===== config.mk =====
export PLATFORM = sky130hd
export DESIGN_NAME = regfile_wb_scheduler_flat
export DESIGN_NICKNAME = d
export VERILOG_FILES = /design/src/rtl/regfile_wb_scheduler_if.sv /design/src/rtl/regfile_wb_scheduler.sv /design/src/flat_wrapper.sv
export SDC_FILE = /design/constraint.sdc
export NUM_CORES = 1
export LEC_CHECK = 0
export ABC_AREA = 1
export CAP_MARGIN = 20
export CORE_ASPECT_RATIO = 1.25
export CORE_UTILIZATION = 30
export CTS_BUF_LIST = sky130_fd_sc_hd__clkbuf_16
export DETAILED_ROUTE_END_ITERATION = 12
export DONT_BUFFER_PORTS = 1
export GPL_TIMING_DRIVEN = 0
export PLACE_DENSITY = 0.44
export SYNTH_ARGS = -nofsm -noshare
export SYNTH_HDL_FRONTEND = slang
export SYNTH_SLANG_ARGS = --single-unit

===== constraint.sdc =====
create_clock -name clk -period 8.55 [get_ports clk]
set_input_delay 2.565 -clock clk [delete_from_list [all_inputs] [get_ports clk]]
set_output_delay 2.565 -clock clk [all_outputs]
set_load 0.005 [all_outputs]

===== src/rtl/regfile_wb_scheduler_if.sv =====
// ---------------------------------------------------------------------------
// regfile_wb_scheduler_if
//
// Bundles every handshake and bus signal of the write-back scheduler.
// The scalar clock, reset and flush stay as plain ports on the scheduler.
//
// Signal groups:
//   alu_*      ALU write-back request (valid/rd/data) and its ready
//   ld_*       load-unit write-back request (valid/rd/data) and its ready
//   issue_*    decode-stage instruction (valid/rs1/rs2/rd) and its stall
//   regWrite / writeReg / writeData
//              registered write port driven into the register file
//   busy       scoreboard vector, one bit per architectural register
//
// Modports:
//   master     the pipeline side; drives requests and observes the results
//   slave      the scheduler itself
// ---------------------------------------------------------------------------
interface regfile_wb_scheduler_if;

    logic        alu_valid;
    logic [4:0]  alu_rd;
    logic [31:0] alu_data;
    logic        alu_ready;

    logic        ld_valid;
    logic [4:0]  ld_rd;
    logic [31:0] ld_data;
    logic        ld_ready;

    logic        issue_valid;
    logic [4:0]  issue_rs1;
    logic [4:0]  issue_rs2;
    logic [4:0]  issue_rd;
    logic        issue_stall;

    logic        regWrite;
    logic [4:0]  writeReg;
    logic [31:0] writeData;
    logic [31:0] busy;

    modport master (
        output alu_valid, alu_rd, alu_data,
        input  alu_ready,
        output ld_valid, ld_rd, ld_data,
        input  ld_ready,
        output issue_valid, issue_rs1, issue_rs2, issue_rd,
        input  issue_stall,
        input  regWrite, writeReg, writeData, busy
    );

    modport slave (
        input  alu_valid, alu_rd, alu_data,
        output alu_ready,
        input  ld_valid, ld_rd, ld_data,
        output ld_ready,
        input  issue_valid, issue_rs1, issue_rs2, issue_rd,
        output issue_stall,
        output regWrite, writeReg, writeData, busy
    );

endinterface


===== src/rtl/regfile_wb_scheduler.sv =====
// ---------------------------------------------------------------------------
// regfile_wb_scheduler
//
// Write-back scheduler and busy scoreboard for a 32x32 register file.
// The ALU pipe and the load unit share the file's single write port through
// a round-robin arbiter; the winning write is registered and presented on
// regWrite/writeReg/writeData. A 32-bit busy vector marks destinations with
// writes in flight and stalls issue on RAW/WAW hazards.
//
// Ports:
//   clk    system clock, rising edge
//   rst    asynchronous active-low reset
//   flush  synchronous clear of the scoreboard (arbiter and write port keep going)
//   bus    regfile_wb_scheduler_if.slave carrying the two write-back
//          requesters, the issue port, the write port and the busy vector
// ---------------------------------------------------------------------------
module regfile_wb_scheduler (
    input  logic                   clk,
    input  logic                   rst,
    input  logic                   flush,
    regfile_wb_scheduler_if.slave  bus
);

    // Which requester received the most recent grant.
    typedef enum logic {
        LAST_ALU = 1'b0,
        LAST_LD  = 1'b1
    } last_grant_t;

    last_grant_t last_grant;
    last_grant_t last_grant_next;

    logic        grant_alu;
    logic        grant_ld;
    logic [4:0]  win_rd;
    logic [31:0] win_data;
    logic        win_writes;

    logic        reg_write_q;
    logic [4:0]  write_reg_q;
    logic [31:0] write_data_q;

    logic        issue_accept;
    logic [31:0] busy_q;
    logic [31:0] busy_next;

    // Round-robin arbitration. A lone requester always wins; when both are
    // valid the one that did not win last time gets the port. The winner's
    // destination and data are muxed here so the write register only sees
    // one source.
    always_comb begin
        grant_alu       = 1'b0;
        grant_ld        = 1'b0;
        win_rd          = 5'd0;
        win_data        = 32'd0;
        last_grant_next = last_grant;
        if (bus.alu_valid && (!bus.ld_valid || last_grant == LAST_LD)) begin
            grant_alu       = 1'b1;
            win_rd          = bus.alu_rd;
            win_data        = bus.alu_data;
            last_grant_next = LAST_ALU;
        end else if (bus.ld_valid) begin
            grant_ld        = 1'b1;
            win_rd          = bus.ld_rd;
            win_data        = bus.ld_data;
            last_grant_next = LAST_LD;
        end
    end

    // Arbiter history. Reset favours the ALU on the first conflict by
    // pretending the load unit was served last.
    always_ff @(posedge clk or negedge rst) begin
        if (!rst) begin
            last_grant <= LAST_LD;
        end else begin
            last_grant <= last_grant_next;
        end
    end

    assign bus.alu_ready = grant_alu;
    assign bus.ld_ready  = grant_ld;

    // A grant to x0 is consumed without touching the file.
    assign win_writes = (grant_alu || grant_ld) && (win_rd != 5'd0);

    // Registered write port. Address and data only move on a real write so
    // they hold their last values while the port is idle.
    always_ff @(posedge clk or negedge rst) begin
        if (!rst) begin
            reg_write_q  <= 1'b0;
            write_reg_q  <= 5'd0;
            write_data_q <= 32'd0;
        end else begin
            reg_write_q <= win_writes;
            if (win_writes) begin
                write_reg_q  <= win_rd;
                write_data_q <= win_data;
            end
        end
    end

    assign bus.regWrite  = reg_write_q;
    assign bus.writeReg  = write_reg_q;
    assign bus.writeData = write_data_q;

    // Hazard detection: any operand or the destination still waiting for a
    // write holds the instruction. busy_q[0] is never set so x0 is free.
    assign bus.issue_stall = bus.issue_valid &
                             (busy_q[bus.issue_rs1] | busy_q[bus.issue_rs2] | busy_q[bus.issue_rd]);
    assign issue_accept    = bus.issue_valid & ~bus.issue_stall;

    // Scoreboard update. The clear for the write leaving the port is applied
    // first so a same-edge set of that bit wins; flush overrides everything.
    always_comb begin
        busy_next = busy_q;
        if (reg_write_q) begin
            busy_next[write_reg_q] = 1'b0;
        end
        if (issue_accept && bus.issue_rd != 5'd0) begin
            busy_next[bus.issue_rd] = 1'b1;
        end
        if (flush) begin
            busy_next = 32'd0;
        end
        busy_next[0] = 1'b0;
    end

    // Scoreboard register.
    always_ff @(posedge clk or negedge rst) begin
        if (!rst) begin
            busy_q <= 32'd0;
        end else begin
            busy_q <= busy_next;
        end
    end

    assign bus.busy = busy_q;

endmodule


===== src/flat_wrapper.sv =====
// flat-port wrapper written by rule: the top's interface ports become plain ports
module regfile_wb_scheduler_flat 
  (clk, rst, flush, bus_alu_valid, bus_alu_rd, bus_alu_data, bus_alu_ready, bus_ld_valid, bus_ld_rd, bus_ld_data, bus_ld_ready, bus_issue_valid, bus_issue_rs1, bus_issue_rs2, bus_issue_rd, bus_issue_stall, bus_regWrite, bus_writeReg, bus_writeData, bus_busy);
  regfile_wb_scheduler_if bus_i ();
  input  logic clk;
  input  logic rst;
  input  logic flush;
  input wire logic [$bits(bus_i.alu_valid)-1:0] bus_alu_valid;
  input wire logic [$bits(bus_i.alu_rd)-1:0] bus_alu_rd;
  input wire logic [$bits(bus_i.alu_data)-1:0] bus_alu_data;
  output wire logic [$bits(bus_i.alu_ready)-1:0] bus_alu_ready;
  input wire logic [$bits(bus_i.ld_valid)-1:0] bus_ld_valid;
  input wire logic [$bits(bus_i.ld_rd)-1:0] bus_ld_rd;
  input wire logic [$bits(bus_i.ld_data)-1:0] bus_ld_data;
  output wire logic [$bits(bus_i.ld_ready)-1:0] bus_ld_ready;
  input wire logic [$bits(bus_i.issue_valid)-1:0] bus_issue_valid;
  input wire logic [$bits(bus_i.issue_rs1)-1:0] bus_issue_rs1;
  input wire logic [$bits(bus_i.issue_rs2)-1:0] bus_issue_rs2;
  input wire logic [$bits(bus_i.issue_rd)-1:0] bus_issue_rd;
  output wire logic [$bits(bus_i.issue_stall)-1:0] bus_issue_stall;
  output wire logic [$bits(bus_i.regWrite)-1:0] bus_regWrite;
  output wire logic [$bits(bus_i.writeReg)-1:0] bus_writeReg;
  output wire logic [$bits(bus_i.writeData)-1:0] bus_writeData;
  output wire logic [$bits(bus_i.busy)-1:0] bus_busy;
  assign bus_i.alu_valid = bus_alu_valid;
  assign bus_i.alu_rd = bus_alu_rd;
  assign bus_i.alu_data = bus_alu_data;
  assign bus_alu_ready = bus_i.alu_ready;
  assign bus_i.ld_valid = bus_ld_valid;
  assign bus_i.ld_rd = bus_ld_rd;
  assign bus_i.ld_data = bus_ld_data;
  assign bus_ld_ready = bus_i.ld_ready;
  assign bus_i.issue_valid = bus_issue_valid;
  assign bus_i.issue_rs1 = bus_issue_rs1;
  assign bus_i.issue_rs2 = bus_issue_rs2;
  assign bus_i.issue_rd = bus_issue_rd;
  assign bus_issue_stall = bus_i.issue_stall;
  assign bus_regWrite = bus_i.regWrite;
  assign bus_writeReg = bus_i.writeReg;
  assign bus_writeData = bus_i.writeData;
  assign bus_busy = bus_i.busy;
  regfile_wb_scheduler u_core (.clk(clk), .rst(rst), .flush(flush), .bus(bus_i));
endmodule

**Word-level counts from Yosys, hierarchy flattened**

Cells that the tools add are included.

- $add $sub $neg: 0
- Multiply operators: 0
- Div/mod/pow operators: 0
- Magnitude comparators: 6
- Equality and inequality tests: 0
- Shift-type cells: 0
- Multiplexer cells: 22
- Bitwise operators: 8
- Reduce and logical (&&, ||, !) cells: 11

Operators by type and width:

| kind | number |
|---|---|
| two-way mux 32 bit | 5 |
| bitwise AND 32 bit | 1 |
| NOT 32 bit | 1 |
| OR 32 bit | 1 |
| < comparator 5 x 6 -> 1 bit, second input constant | 4 |
| binary-select mux 1 bit (select 5 bit) | 3 |
| demux 1 bit (select 5 bit) | 2 |
| >= comparator 5 x 1 -> 1 bit, second input constant | 2 |
| two-way mux 1 bit | 10 |
| two-way mux 5 bit | 2 |
| nonzero test 5 bit | 2 |
| logical AND 1 bit | 5 |
| bitwise AND 1 bit | 2 |
| logical OR 1 bit | 2 |
| OR 1 bit | 2 |
| nonzero test 2 bit | 1 |
| zero test 1 bit | 1 |
| NOT 1 bit | 1 |

- Register bits: 70
- Latch bits: 0
- Memory bits (writable): 0
- Memory bits (read-only): 0
- Input port bits: 95
- Output and inout port bits: 73
- Logic and storage cells: 52
- Memories: 0

**Logic depth before layout (Yosys ltp)**

- Depth in word-level cells: 10
- Depth in mapped cells: 16
- Depth with buffers taken out: 13

**Worst setup path before layout**

Ideal clock, no wire load.

- Kind: input to output
- Start: input bus_issue_rd[0]
- End: output bus_issue_stall
- Arrival: 3.834 ns
- Required time: 5.985 ns
- Setup slack: 2.151 ns
- Cell stages on the path: 11
- Buffers on the path: 2
- Cell sequence: buf_4 -> nor2_1 -> nand2_1 -> nand2_1 -> nor2_1 -> nor2_1 -> nor2_1 -> nand2_1 -> nor2_4 -> buf_2 -> a21boi_0

- Longest elaborated chain between the ends: 4

RTL lines:

| item | RTL line | source |
|---|---|---|
| from (decl) | flat_wrapper.sv:19 | `input wire logic [$bits(bus_i.issue_rd)-1:0] bus_issue_rd;` |
| binary-select mux 1 bit (select 5 bit) | regfile_wb_scheduler.sv:109 | `(busy_q[bus.issue_rs1] \| busy_q[bus.issue_rs2] \| busy_q[bus.issue_rd]);` |
| two-way mux 1 bit (implied by the code) | regfile_wb_scheduler.sv:109 |  |
| OR 1 bit | regfile_wb_scheduler.sv:109 |  |
| bitwise AND 1 bit | regfile_wb_scheduler.sv:108 | `assign bus.issue_stall = bus.issue_valid &` |
| to (decl) | flat_wrapper.sv:20 | `output wire logic [$bits(bus_i.issue_stall)-1:0] bus_issue_stall;` |

No other way between the ends. The select of a mux whose other input is x is not followed.

**Final worst setup path**

Ends and elaborated chain as after synthesis.

==> flow_summary_export.csv <==
group,metric,value,unit
sta,finalHoldViolCount,0,
detailed_routing,via_per_inst,5.17,
sta,fin_skew,0.00740,ns
floorplan,start_util,30.7,%
sta,finalSetupTns,0,ns
cells_and_area,fillers,1794,
synth,syn-cell-area,0.00498,mm^2
floorplan,core,0.0162,mm^2
clocking,numCtsBuffers,9,
floorplan,dieArea,0.0171,mm^2
placement,postPlaceCellArea,0.00527,mm^2
placement,io_buffer_count,0,
grt,grt_antenna_before_repair,0,
sta,setup_viol,0,
pwr,p_int,693,uW
floorplan,die_h,146,um
worst_setup_path,reg2reg_to,"u_core.bus.writeData[3]",
placement,gp_congestion,0.915,
outcome,status,"finished, final reports clean",
sta,timing.hold.ws,0.502,ns
placement,post-dp-hpwl,14500,um
pwr,switching_share,36.2,%
flow_run,drv_cap,0,
floorplan,die_w,117,um
detailed_routing,dr.pass1.iters,5,
clocking,worst_skew_pair.late_latency,0.34,ns
cells_and_area,drive_gt1_share,6.23,%
clocking,clkSinkCount,70,
sta,rsz0062_at_grt,"no",
detailed_routing,vias,5183,
detailed_routing,ant_nets,0,
worst_setup_path,cp_max_fo,10,
detailed_routing,routedWlPerCell,18.6,um
synth,ys.flop_type,"dfrtp_1",
clocking,clk_pin_slew,0.06,ns
floorplan,rows,52,
grt,grt_first_pass_wirelength,28100,um
hold_path,hp-start,"u_core.last_grant",
detailed_routing,wl,18600,um
synth,synthArstFlopShare,100,%
pwr,pwr-share-seq,38.3,%
detailed_routing,post-route-drc-count,0,
hold_path,hold_depth,2,
grt,grt_max_degree,71,
cells_and_area,final_area,0.00557,mm^2
sta,worst_pin_slew,0.976,ns
synth,synth_warnings,0,
clocking,cts_resized,0,
sta,maxSlewViolCount,0,
worst_setup_path,reg2reg_depth,10,
synth,ys_seq_area_share,35.2,%
cells_and_area,area_growth,11.8,%
pwr,power.clock.fraction,35.6,%
pwr,power.density,195,mW/mm^2
synth,synth.most_common_cell,"nand2_1",
worst_setup_path,path_class,"input pin to output pin",
synth,ys_top_cells_by_area,"dfrtp_1, nand2_1, inv_1, nand3_1, a22o_1",
clocking,htreeDepth,3,
pwr,leakage,0.00281,uW
cells_and_area,nets,876,
synth,syn_area_per_cell,6.49,um^2
synth,synth_cell_types,25,
worst_setup_path,worstSetupEndpointType,"output pin",
synth,synth_top_area_share,34.7,%
grt,globalRouteTotalUtil,22.1,%
worst_setup_path,critPathLaunchType,"input pin",
sta,relSlewSlack,34.7,%
synth,ys_ff_latch,70,
hold_path,hp-class,"flip-flop to flip-flop",
pwr,switchingPower,394,uW
worst_setup_path,reg2reg_slack,6.38,ns
hold_path,hold_end,"u_core.last_grant",
synth,synth_fp_nets,862,
synth,synth_top_cell_by_area,"dfrtp_1",
clocking,cts-root-buf,"clkbuf_16",
synth,synth-edff-count,0,
clocking,cts_tree,"yes",
worst_setup_path,cp.required,5.99,ns
worst_setup_path,arrival,4.62,ns
pwr,combPwrFrac,26.0,%
cells_and_area,diodes,0,
clocking,post_cts_buffers,0,
clocking,cts_hold_buf,0,
clocking,cts.path.max_buffers,2,
sta,max_freq,139,MHz
sta,finalCriticalPeriod,7.18,ns
grt,grt_overflow_total,0,
floorplan,num_io_pins,168,
grt,grt_pass1_vias,5153,
synth,synthCells,767,
detailed_routing,drt_iter0_markers,390,
synth,synthTopCellsByCount,"nand2_1, inv_1, dfrtp_1",
sta,period_share,84.0,%
pwr,ir_drop,81.2,uV
worst_setup_path,r2r_start,"u_core.last_grant",
==> sequential cells by signal, summed over array words and instances, names as in the netlist <==
name                  count
u_core.bus.writeData     32
u_core.bus.busy          31
u_core.bus.writeReg       5
u_core.bus.regWrite       1
u_core.last_grant         1
==> cells by family after synthesis <==
kind of cell	after synthesis	synth area share, %
and+or+nand+nor	383	33.2
other	1	0.0753
AOI/OAI and AO/OA	145	17.6
buffers and inverters	168	13.9
DFF	70	35.2
==> routing by layer <==
metal	track usage [%]	vias up	wire length (um)
met5	0	-	0
met4	8.73	0	549
met3	4.65	37	1620
met2	40.1	243	9560
met1	24.6	2388	6880
li1	-	2515	-
==> worst max-delay path, stage by stage <==
cell and delay, ns:
buf_4 0.15, nor2_1 0.75, nand2_1 0.11, nand2_1 0.11, nor2_1 0.04, nor2_1 0.08
nor2_1 0.06, nand2_1 0.10, nor2_4 0.07, buf_2 0.20, a21boi_0 0.37
==> worst max path at each step <==
stage | from | to | slack, ns
finish | bus_issue_rd[0] | bus_issue_stall | 1.37
global route | bus_issue_rd[0] | bus_issue_stall | 1.27
CTS | bus_issue_rd[0] | bus_issue_stall | 1.40
detailed placement | bus_issue_rd[0] | bus_issue_stall | 1.41
global placement | bus_issue_rd[0] | bus_issue_stall | 1.40
floorplan | bus_issue_rd[0] | bus_issue_stall | 2.15
==> final cells by class <==
type,count,area [um^2],share of cell area (%)
buffer,43,223,4.00
clock buffer,9,225,4.05
clock inverter,7,71.3,1.28
inverter,125,469,8.43
multi-input combinational,529,2530,45.5
sequential,70,1750,31.5
tap,216,270,4.86
timing repair buffer,3,20.0,0.360
==> power by group through the flow <==
stage	Combinational [uW]	Clock, uW	Sequential [uW]
after floorplan	209	0	406
after global placement	275	0	424
after detailed placement	281	0	423
after CTS	282	399	418
after global routing	321	409	423
final	283	387	416
==> stage by stage <==
stage	util (%)	std cells	worst slack [ns]	power [uW]
floorplan	-	767	2.15	615
global placement	32.4	983	1.40	699
detailed placement	32.5	986	1.41	704
CTS	34.4	1002	1.40	1100
global route	34.4	1002	1.27	1150
finish	34.4	1002	1.37	1090
==> cells in the final DEF (no fill, tap or decap), drive strengths merged <==
cell      count
conb          1
buf          28
nor2         48
clkbuf       27
dfrtp        69
nand2       216
inv         127
o21bai        3
a22oi         1
clkinv        2
a22o         37
clkinvlp      2
nand3        65
o21ai        46
bufinv        1
a21boi        1
a21oi        57
nor3         22
nand4        32
dfstp         1
Note: power is estimated with default switching activity, not from simulation.
